$ cat src/rtl/cdb_arbiter.sv
// ============================================================================
// Module   : cdb_arbiter
// Brief    : Buffers FU results in per-FU FIFOs and broadcasts them round-robin
//            over two registered CDB ports.
// Revision : 1.0 - initial release
// ============================================================================
`default_nettype none

module cdb_arbiter #(
    parameter int FIFO_DEPTH = 2,
    parameter int TAG_W      = 6,
    parameter int DATA_W     = 32,
    parameter int ROB_W      = 6
) (
    input  logic              clk,
    input  logic              reset,
    input  logic              fu1_result_valid,
    input  logic [TAG_W-1:0]  fu1_result_tag,
    input  logic [DATA_W-1:0] fu1_result_val,
    input  logic [ROB_W-1:0]  fu1_result_rob,
    output logic              fu1_ready,
    input  logic              fu2_result_valid,
    input  logic [TAG_W-1:0]  fu2_result_tag,
    input  logic [DATA_W-1:0] fu2_result_val,
    input  logic [ROB_W-1:0]  fu2_result_rob,
    output logic              fu2_ready,
    input  logic              fu3_result_valid,
    input  logic [TAG_W-1:0]  fu3_result_tag,
    input  logic [DATA_W-1:0] fu3_result_val,
    input  logic [ROB_W-1:0]  fu3_result_rob,
    output logic              fu3_ready,
    output logic              cdb_0_valid,
    output logic [TAG_W-1:0]  cdb_0_tag,
    output logic [DATA_W-1:0] cdb_0_val,
    output logic [ROB_W-1:0]  cdb_0_rob,
    output logic              cdb_1_valid,
    output logic [TAG_W-1:0]  cdb_1_tag,
    output logic [DATA_W-1:0] cdb_1_val,
    output logic [ROB_W-1:0]  cdb_1_rob,
    output logic              overflow
);

    localparam int c_ptr_w = $clog2(FIFO_DEPTH);
    localparam int c_cnt_w = c_ptr_w + 1;
    localparam int c_ent_w = TAG_W + DATA_W + ROB_W;
    localparam logic [c_cnt_w-1:0] c_depth = c_cnt_w'(FIFO_DEPTH);

    logic [2:0]         in_valid;
    logic [2:0]         ready;
    logic [2:0]         push;
    logic [2:0]         pop;
    logic [2:0]         nonempty;
    logic [c_ent_w-1:0] in_ent [3];
    logic [c_ent_w-1:0] head   [3];

    logic [c_ent_w-1:0] mem_q    [3][FIFO_DEPTH];
    logic [c_ent_w-1:0] mem_d    [3][FIFO_DEPTH];
    logic [c_ptr_w-1:0] wr_ptr_q [3];
    logic [c_ptr_w-1:0] wr_ptr_d [3];
    logic [c_ptr_w-1:0] rd_ptr_q [3];
    logic [c_ptr_w-1:0] rd_ptr_d [3];
    logic [c_cnt_w-1:0] count_q  [3];
    logic [c_cnt_w-1:0] count_d  [3];

    logic [1:0]         rr_ptr_q, rr_ptr_d;
    logic               gnt0_v, gnt1_v;
    logic [1:0]         gnt0_fu, gnt1_fu, cand;

    logic               cdb0_valid_q, cdb0_valid_d;
    logic               cdb1_valid_q, cdb1_valid_d;
    logic [c_ent_w-1:0] cdb0_ent_q, cdb0_ent_d;
    logic [c_ent_w-1:0] cdb1_ent_q, cdb1_ent_d;
    logic               overflow_q, overflow_d;

    function automatic logic [1:0] rr_next(input logic [1:0] fu);
        return (fu == 2'd2) ? 2'd0 : fu + 2'd1;
    endfunction

    assign in_valid  = {fu3_result_valid, fu2_result_valid, fu1_result_valid};
    assign in_ent[0] = {fu1_result_tag, fu1_result_val, fu1_result_rob};
    assign in_ent[1] = {fu2_result_tag, fu2_result_val, fu2_result_rob};
    assign in_ent[2] = {fu3_result_tag, fu3_result_val, fu3_result_rob};

    generate
        for (genvar i = 0; i < 3; i++) begin : g_fu
            // Ready is taken from the registered count only; a same-cycle pop does not help.
            assign ready[i]    = (count_q[i] < c_depth);
            assign push[i]     = in_valid[i] & ready[i];
            assign nonempty[i] = (count_q[i] != '0);
            assign head[i]     = mem_q[i][rd_ptr_q[i]];
        end
    endgenerate

    assign fu1_ready = ready[0];
    assign fu2_ready = ready[1];
    assign fu3_ready = ready[2];

    always_comb begin
        gnt0_v  = 1'b0;
        gnt1_v  = 1'b0;
        gnt0_fu = 2'd0;
        gnt1_fu = 2'd0;
        cand    = 2'd0;
        for (int k = 0; k < 3; k++) begin
            cand = 2'((int'(rr_ptr_q) + k) % 3);
            if (nonempty[cand]) begin
                if (!gnt0_v) begin
                    gnt0_v  = 1'b1;
                    gnt0_fu = cand;
                end else if (!gnt1_v) begin
                    gnt1_v  = 1'b1;
                    gnt1_fu = cand;
                end
            end
        end
    end

    always_comb begin
        pop = 3'b000;
        if (gnt0_v) pop[gnt0_fu] = 1'b1;
        if (gnt1_v) pop[gnt1_fu] = 1'b1;

        rr_ptr_d = rr_ptr_q;
        if (gnt1_v)      rr_ptr_d = rr_next(gnt1_fu);
        else if (gnt0_v) rr_ptr_d = rr_next(gnt0_fu);

        cdb0_valid_d = gnt0_v;
        cdb1_valid_d = gnt1_v;
        cdb0_ent_d   = gnt0_v ? head[gnt0_fu] : '0;
        cdb1_ent_d   = gnt1_v ? head[gnt1_fu] : '0;

        overflow_d   = overflow_q | (|(in_valid & ~ready));
    end

    // Power-of-two depth lets the pointers wrap naturally.
    always_comb begin
        mem_d    = mem_q;
        wr_ptr_d = wr_ptr_q;
        rd_ptr_d = rd_ptr_q;
        for (int i = 0; i < 3; i++) begin
            if (push[i]) begin
                mem_d[i][wr_ptr_q[i]] = in_ent[i];
                wr_ptr_d[i]           = wr_ptr_q[i] + c_ptr_w'(1);
            end
            if (pop[i]) rd_ptr_d[i] = rd_ptr_q[i] + c_ptr_w'(1);
            count_d[i] = count_q[i] + c_cnt_w'(push[i]) - c_cnt_w'(pop[i]);
        end
    end

    always_ff @(posedge clk or posedge reset) begin
        if (reset) begin
            mem_q        <= '{default: '0};
            wr_ptr_q     <= '{default: '0};
            rd_ptr_q     <= '{default: '0};
            count_q      <= '{default: '0};
            rr_ptr_q     <= 2'd0;
            cdb0_valid_q <= 1'b0;
            cdb1_valid_q <= 1'b0;
            cdb0_ent_q   <= '0;
            cdb1_ent_q   <= '0;
            overflow_q   <= 1'b0;
        end else begin
            mem_q        <= mem_d;
            wr_ptr_q     <= wr_ptr_d;
            rd_ptr_q     <= rd_ptr_d;
            count_q      <= count_d;
            rr_ptr_q     <= rr_ptr_d;
            cdb0_valid_q <= cdb0_valid_d;
            cdb1_valid_q <= cdb1_valid_d;
            cdb0_ent_q   <= cdb0_ent_d;
            cdb1_ent_q   <= cdb1_ent_d;
            overflow_q   <= overflow_d;
        end
    end

    assign cdb_0_valid                     = cdb0_valid_q;
    assign {cdb_0_tag, cdb_0_val, cdb_0_rob} = cdb0_ent_q;
    assign cdb_1_valid                     = cdb1_valid_q;
    assign {cdb_1_tag, cdb_1_val, cdb_1_rob} = cdb1_ent_q;
    assign overflow                        = overflow_q;

endmodule

`default_nettype wire

$ cat config.mk
export PLATFORM = sky130hd
export DESIGN_NAME = cdb_arbiter
export DESIGN_NICKNAME = d
export VERILOG_FILES = /design/src/rtl/cdb_arbiter.sv
export SDC_FILE = /design/constraint.sdc
export NUM_CORES = 1
export LEC_CHECK = 0
export ABC_AREA = 1
export CAP_MARGIN = 20
export CELL_PAD_IN_SITES_DETAIL_PLACEMENT = 1
export CELL_PAD_IN_SITES_GLOBAL_PLACEMENT = 1
export CORE_MARGIN = 3
export CORE_UTILIZATION = 45
export CTS_CLUSTER_DIAMETER = 100
export DETAILED_ROUTE_END_ITERATION = 10
export PLACE_DENSITY = 0.85
export SETUP_SLACK_MARGIN = 0.4
export SYNTH_ARGS = -nofsm -noshare
export SYNTH_HDL_FRONTEND = slang
export SYNTH_SLANG_ARGS = --single-unit
$ cat constraint.sdc
create_clock -name clk -period 30.8 [get_ports clk]
set_clock_uncertainty 0.1 [all_clocks]
set_input_delay 4.62 -clock clk [delete_from_list [all_inputs] [get_ports clk]]
set_output_delay 4.62 -clock clk [all_outputs]
set_load 0.005 [all_outputs]
### After elaboration in Yosys (flattened, before gate mapping)

Index checks and enable logic that the tools add are counted.

| word-level totals | value |
|---|---|
| bits in registers | 369 |
| bits of input ports | 137 |
| output and inout bits | 94 |
| word-level logic and storage cells | 147 |

| cells by class | value |
|---|---|
| add/sub/neg operators | 16 |
| divide/modulo/power cells | 3 |
| $lt $le $gt $ge | 21 |
| equality and inequality tests | 2 |
| muxes and demuxes | 59 |
| bitwise gates (word level) | 15 |
| reduce and logical (&&, ||, !) cells | 10 |

Operators by type and width:

| kind | number |
|---|---|
| $mux 44 | 18 |
| $bwmux 88 | 3 |
| $bmux 44 s2 | 2 |
| $demux 44 s1 | 3 |
| $mod 32x3->32 const B | 2 |
| $mod 3x3->32 const B | 1 |
| $mux 2 | 14 |
| $lt 2x3->1 const B | 5 |
| $ge 2x2->1 const B | 6 |
| $mux 1 | 12 |
| $not 1->2 | 6 |
| $reduce_bool 2->1 | 4 |
| $add 1x1->1 const B | 6 |
| $add 2x1->2 | 3 |
| $bmux 1 s2 | 3 |
| $ge 3x3->1 const B | 2 |
| $lt 2x1->1 const B | 3 |
| $lt 2x2->1 const B | 3 |
| $mux 3 | 2 |
| $not 2->3 | 2 |
| $sub 2x1->2 | 3 |
| $logic_and 1x1->1 | 5 |
| $add 2x1->2 const B | 2 |
| $demux 1 s2 | 2 |
| other kinds (10) | 14 |

### Depth between registers and ports, before layout

Gate-level depths: netlist of the first run.

| depth | value |
|---|---|
| word-level depth | 16 |
| depth in mapped cells | 18 |
| gate-level depth less buffers | 17 |

### Worst setup path before layout of the first run

Ideal clock, no wire load.

| timing | value |
|---|---|
| path kind | input to register |
| from | input fu1_result_valid |
| to | register mem_q[220] (netlist name) |
| setup time | 130 ps |
| arrival time | 5591 ps |
| required time | 30570 ps |
| path slack | 24978 ps |
| stages | 7 |
| path buffers | 3 |
| path through | nand2_1 or2_2 buf_2 clkbuf_1 clkbuf_1 nand2_1 o21ai_0 |

| on the way | value |
|---|---|
| word-level cells in the longest chain between the ends | 1 |

Ends and longest elaborated chain:

| what | line | text |
|---|---|---|
| from (decl) | 17 | `input logic fu1_result_valid,` |
| $and 1x1->1 | 88 | `assign push[i] = in_valid[i] & ready[i];` |
| to (signal assigned) | 163 | `mem_q <= mem_d;` |
| to (decl) | 56 | `logic [c_ent_w-1:0] mem_q [3][FIFO_DEPTH];` |

Every way passes these cells.
A chain may end at the register's enable or synchronous reset.

==> results.md, run 1 <==
- Outcome: completed
- Fin crit share: 22.8%
- Int Power: 1.54 mW
- Post-Synthesis Net Count: 1989
- Fin util: 57.0%
- Pre-Repair DR Iteration Count: 5
- Net Sw Frac: 45.4%
- Htree depth: 2
- Worst Path Class, Setup: input port to async pin
- Power share of the combinational group: 50.2%
- Fillers: 4047
- IO Pins: 231
- Post-CTS Setup Bufs: 0
- Max Cap Violations: 0
- Crit end category: async pin
- First-pass GRT wire length: 85400 µm
- Largest net degree at the start of global routing: 109
- Net Switching: 1.28 mW
- Sequential share of power: 31.5%
- CTS sink count: 369
- CTS root buffer: clkbuf_16
- Initial core utilization: 46.0%
- Crit-path max FO: 108
- Die Y: 197 µm
- Startpoint types: input port
- Sequential element share of the synthesized area: 56.0%
- Clk slew on worst S/H paths: 60 ps
- Path category of the worst min-delay check: flop to flop
- Max-slew headroom: 27.8%
- Worst r2r path cells: 18
- CTS Buf Count: 40
- CP arrival: 7440 ps
- Post-synthesis cell area: 0.0165 mm²
- PnR Total Power: 2.82 mW
- Max-slew violations: 0
- # port buffers: 230
- GR Overflow Total: 0
- PwrDens: 138 mW/mm²
- Post-CTS resize count: 0
- Vias: 13900
- Clock share of power: 18.3%
- Max Freq: 142 MHz
- Yosys top cell by area: dfrtp_1
- Chip width: 197 µm
- Hold Path Stages: 2
- Vias/cell: 5.56
- Inst Count DP: 2428
- Initial DRC count: 1027
- Synth Warn #: 0
- FF/Latch Area: 0.00924 mm²
- Final setup vio count: 0
- Seq cells post-synth: 369
- Peak supply drop: 0.0000750 V
- Slew @ Worst Pin: 1080 ps
- Std-Cell Core Area: 0.0358 mm²
- Top cell type's share of synthesized area: 56.0%
- RSZ-0062 raised after global routing: false
- FP Rows: 69
- Post-Syn Instances: 1844
- Post-Layout Cell Count: 2503
- Critical Path RT: 31220 ps
- Final HPWL DP: 34700 µm
- Routed len/inst: 22.1 µm
- Multi-input gate area: 0.00619 mm²
- Vias in the first global route: 15000
- Synth area leaders: dfrtp_1, nand2_1, o21ai_0
- Tmin final: 7020 ps
- Latest clock arrival within the worst-skew pair: 530 ps
- DRC: 0
- Final hold slack: 382 ps
- Number of distinct library cells after synthesis: 28
- Area Growth Syn to Fin: 23.7%
- Initial antenna violation count: 1
- Routed wire length: 55200 µm
- Final Hold Viols: 0
- Routability cong.: 0.822
- Hold buffer count at CTS: 0
- Share of layout cells above drive strength 1: 6.47%
- Setup_tns: 0 ps
- Antenna Nets Post-Route: 0
- Syn Area/Cell: 8.95 µm²
- Leak: 10.3 nW
- Max Buffers Root-to-Sink: 3
- Global Route Usage Sum: 28.1%
- CTS tree: built
- Final nets: 2154
- Die ar.: 0.0390 mm²
[cells in the final DEF (no fill, tap or decap), types with 10 or more instances in the layout]
| cell type | netlist | routed |
|---|---|---|
| buf_4 | 2 | 10 |
| clkbuf_1 | 65 | 11 |
| clkbuf_16 | 0 | 42 |
| clkdlybuf4s50_1 | 0 | 230 |
| dfrtp_1 | 369 | 366 |
| inv_1 | 155 | 154 |
| mux2_2 | 33 | 33 |
| mux2i_1 | 99 | 99 |
| nand2_1 | 515 | 512 |
| nand3_1 | 155 | 154 |
| nor2_1 | 48 | 47 |
| o21ai_0 | 300 | 300 |
| o21ai_1 | 10 | 10 |
[sequential cells by signal, indices dropped and copies added (netlist names)]
signal	cells
cdb0_ent_q	44
cdb1_ent_q	44
cdb_0_valid	1
cdb_1_valid	1
count_q	6
mem_q	264
overflow	1
rd_ptr_q	3
rr_ptr_q	2
wr_ptr_q	3
[cells by family (layout without fill, tap and decap cells)]
logic type / Yosys count / count (layout) / synth area share [%]
and+or+nand+nor: 736 / 736 / 18.3
xor gates and xnor gates: 8 / 8 / 0.425
muxes: 132 / 132 / 8.26
buffers and inverters: 275 / 472 / 6.79
AOI/OAI and AO/OA: 316 / 316 / 9.64
DFF: 369 / 369 / 56.0
adders and majority gates: 8 / 8 / 0.607
other: 0 / 1 / 0
[layout make-up]
| cell class | instances | area share [%] |
|---|---|---|
| clock buffer | 60 | 5.82 |
| timing repair buffer | 240 | 11.6 |
| tap | 461 | 2.83 |
| clock inverter | 14 | 1.17 |
| antenna | 1 | 0.0123 |
| inverter | 158 | 2.94 |
| sequential | 369 | 45.3 |
| multi-input combinational | 1200 | 30.3 |
[power groups by stage]
stage	clock network [mW]	registers, mW	logic, mW
after floorplan	0	0.822	0.919
after global placement	0	0.874	1.27
after detailed placement	0	0.889	1.36
after CTS	0.520	0.887	1.40
after global routing	0.543	0.912	1.56
final	0.515	0.889	1.42
[metrics by stage]
step           area (µm²)  setup WS (ps)
2_1_floorplan       16500          15830
3_3_place_gp        19000          23210
3_5_place_dp        19000          23120
4_1_cts             20400          23650
5_1_grt             20400          23340
6_report            20400          23780
[synthesized netlist by cell type]
| master | count |
|---|---|
| a21oi_1 | 3 |
| nor2_2 | 1 |
| nor2_1 | 48 |
| o21ai_0 | 300 |
| o2bb2ai_1 | 1 |
| mux2i_1 | 99 |
| buf_6 | 4 |
| inv_1 | 155 |
| xor2_1 | 5 |
| ha_1 | 8 |
| clkbuf_1 | 65 |
| xnor2_1 | 3 |
| o31ai_1 | 1 |
| dfrtp_1 | 369 |
| buf_2 | 40 |
| o21ai_1 | 10 |
| mux2_2 | 33 |
| inv_2 | 3 |
| nand2_1 | 515 |
| buf_1 | 6 |
| o211ai_1 | 1 |
| nand2_4 | 3 |
| nand3_1 | 155 |
| nand2_2 | 5 |
| buf_4 | 2 |
| nor3_1 | 4 |
| or2_2 | 3 |
| nor2_4 | 2 |
[final timing paths]
path	start	to	slack, ps
min in group asynchronous	reset	mem_q[41]$_DFFE_PP0P_	4510
worst min register to register	mem_q[135]$_DFFE_PP0P_	mem_q[135]$_DFFE_PP0P_	380
worst max register to register	rr_ptr_q[0]$_DFFE_PP0P_	count_q[1]$_DFF_PP0_	26030
worst max-delay path	reset	mem_q[156]$_DFFE_PP0P_	23780
max in group clk	count_q[3]$_DFF_PP0_	fu2_ready	24460
worst min-delay path	mem_q[135]$_DFFE_PP0P_	mem_q[135]$_DFFE_PP0P_	380
[critical path: stages]
cell	delay, ps
clkdlybuf4s50_1	490
inv_8	520
buf_4	800
buf_4	850
[metal layers]
layer,up-vias,global-route usage (%),part of all wire (%)
met3,116,5.07,6.5
met2,504,45.3,47
met5,-,0,0
met1,7034,38.5,44
li1,6275,-,-
met4,0,10.0,3.4
Power figures use the tool's default switching activity.
==> run 2: changes to the inputs <==
--- a/config.mk
+++ b/config.mk
@@ -10,10 +10,10 @@
 export CELL_PAD_IN_SITES_DETAIL_PLACEMENT = 1
 export CELL_PAD_IN_SITES_GLOBAL_PLACEMENT = 1
 export CORE_MARGIN = 3
-export CORE_UTILIZATION = 45
+export CORE_UTILIZATION = 38
 export CTS_CLUSTER_DIAMETER = 100
 export DETAILED_ROUTE_END_ITERATION = 10
-export PLACE_DENSITY = 0.85
+export PLACE_DENSITY = 0.77
 export SETUP_SLACK_MARGIN = 0.4
 export SYNTH_ARGS = -nofsm -noshare
 export SYNTH_HDL_FRONTEND = slang
==> constraint.sdc (replaced) <==
create_clock -name clk -period 6.4 [get_ports clk]
set_clock_uncertainty 0.1 [all_clocks]
set_input_delay 0.96 -clock clk [delete_from_list [all_inputs] [get_ports clk]]
set_output_delay 0.96 -clock clk [all_outputs]
set_load 0.005 [all_outputs]
==> results.md, run 2 (synthesis results as in run 1) <==
- Outcome: completed
- PwrDens: 638 mW/mm²
- Inst Count DP: 2544
- Clk slew on worst S/H paths: 60 ps
- Vias/cell: 5.14
- Max Freq: 252 MHz
- Pre-Repair DR Iteration Count: 5
- Commonest cells after routing, fill and taps aside: nand2_1, dfrtp_1, o21ai_0, clkdlybuf4s50_1
- Ant. Diodes: 0
- Critical Path RT: 6750 ps
- Routed wire length: 53100 µm
- Htree depth: 2
- Peak supply drop: 0.000534 V
- Vias in the first global route: 14400
- Vias: 13400
- PnR Total Power: 13.0 mW
- Crit end category: flop
- CP arrival: 4330 ps
- Share of layout cells above drive strength 1: 6.05%
- FP Rows: 75
- Post-CTS resize count: 0
- Max reg flops: 264
- IO Pins: 231
- Max Buffers Root-to-Sink: 3
- CTS Buf Count: 40
- GR Overflow Total: 0
- DRC: 0
- Final HPWL DP: 35600 µm
- Global Route Usage Sum: 23.0%
- CTS root buffer: clkbuf_16
- Std-Cell Core Area: 0.0424 mm²
- RSZ-0062 raised after global routing: false
- Post-Layout Cell Count: 2611
- Largest register by flop count: mem_q
- Chip width: 214 µm
- Post-CTS Setup Bufs: 0
- # port buffers: 230
- Setup_tns: 0 ps
- Fillers: 4887
- Leak: 10.2 nW
- Max-slew headroom: 29.4%
- Fin crit share: 62.1%
- Commonest non-fill, non-tap cell in the layout: nand2_1
- Max-slew violations: 0
- Largest net degree at the start of global routing: 154
- Path category of the worst min-delay check: flop to flop
- Slew @ Worst Pin: 1060 ps
- Startpoint types: flop
- Routed len/inst: 20.3 µm
- Final hold slack: 380 ps
- Tmin final: 3970 ps
- Final setup vio count: 0
- Worst Path Class, Setup: flop to flop
- Crit-path max FO: 35
- Hold buffer count at CTS: 0
- Initial antenna violation count: 2
- First-pass GRT wire length: 83100 µm
- Initial DRC count: 770
- Largest registers: mem_q (264), cdb0_ent_q (44), cdb1_ent_q (44)
- Latest clock arrival within the worst-skew pair: 540 ps
- CTS tree: built
- Initial core utilization: 38.9%
- Antenna Nets Post-Route: 0
- Area Growth Syn to Fin: 23.6%
- Final Hold Viols: 0
- Max Cap Violations: 0
- Die ar.: 0.0460 mm²
- Routability cong.: 0.818
- Final nets: 2154
- CTS sink count: 369
- Die Y: 214 µm
## run 2: cell count changes in the layout (fill, tap and decap cells not counted), sizes merged
cell / previous run / this run
clkbuf: 60 / 57
diode: 1 / 0
clkinvlp: 3 / 2
bufinv: 6 / 3
inv: 158 / 157
clkinv: 5 / 6
## run 2: path summary, 6_finish.rpt
| kind | endpoint | slack [ps] | startpoint | cells past startpoint |
|---|---|---|---|---|
| min in group asynchronous | mem_q[80]$_DFFE_PP0P_ | 600 | reset | 2 |
| worst min register to register | mem_q[253]$_DFFE_PP0P_ | 380 | mem_q[253]$_DFFE_PP0P_ | 2 |
| worst max register to register | count_q[1]$_DFF_PP0_ | 2430 | rr_ptr_q[0]$_DFFE_PP0P_ | 13 |
| max in group asynchronous | rd_ptr_q[2]$_DFFE_PP0P_ | 4000 | reset | 4 |
| worst max-delay path | count_q[1]$_DFF_PP0_ | 2430 | rr_ptr_q[0]$_DFFE_PP0P_ | 13 |
| worst min-delay path | mem_q[253]$_DFFE_PP0P_ | 380 | mem_q[253]$_DFFE_PP0P_ | 2 |
## run 2: critical path, stage by stage, from the launching register on
cell	delay [ps]
dfrtp_1	380
inv_1	60
ha_1	340
inv_1	130
nor3_1	420
nand3_1	150
nand2_2	690
inv_1	550
nand2_1	260
ha_1	260
inv_1	50
ha_1	150
xnor2_1	160
xor2_1	190
## run 2: metal layers
metal	part of all wire, %	global-route usage, %	vias up
met5	0.049	0	-
met4	2.6	6.63	4
met3	5.0	4.08	85
met2	46	36.2	338
met1	47	32.7	6728
li1	-	-	6270
## run 2: power by group
group,internal (mW),leakage [nW],switching [mW]
clock,1.33,0.608,0.919
combinational,2.35,4.98,4.12
sequential,3.52,4.60,0.788
total,7.19,10.2,5.83
## run 2: through the flow
stage | area (µm²) | worst slack [ps] | utilization (%)
2_1_floorplan | 16500 | 388 | -
3_3_place_gp | 19200 | 2670 | 45.2
3_5_place_dp | 19200 | 2520 | 45.2
4_1_cts | 20400 | 2480 | 48.1
5_1_grt | 20400 | 2190 | 48.1
6_report | 20400 | 2430 | 48.1
## run 2: layout make-up
| type | count | area (µm²) | share of cell area (%) |
|---|---|---|---|
| multi-input combinational | 1200 | 6190 | 30.3 |
| inverter | 158 | 597 | 2.93 |
| timing repair buffer | 240 | 2400 | 11.8 |
| sequential | 369 | 9240 | 45.3 |
| clock inverter | 10 | 128 | 0.626 |
| tap | 577 | 722 | 3.54 |
| clock buffer | 57 | 1120 | 5.47 |
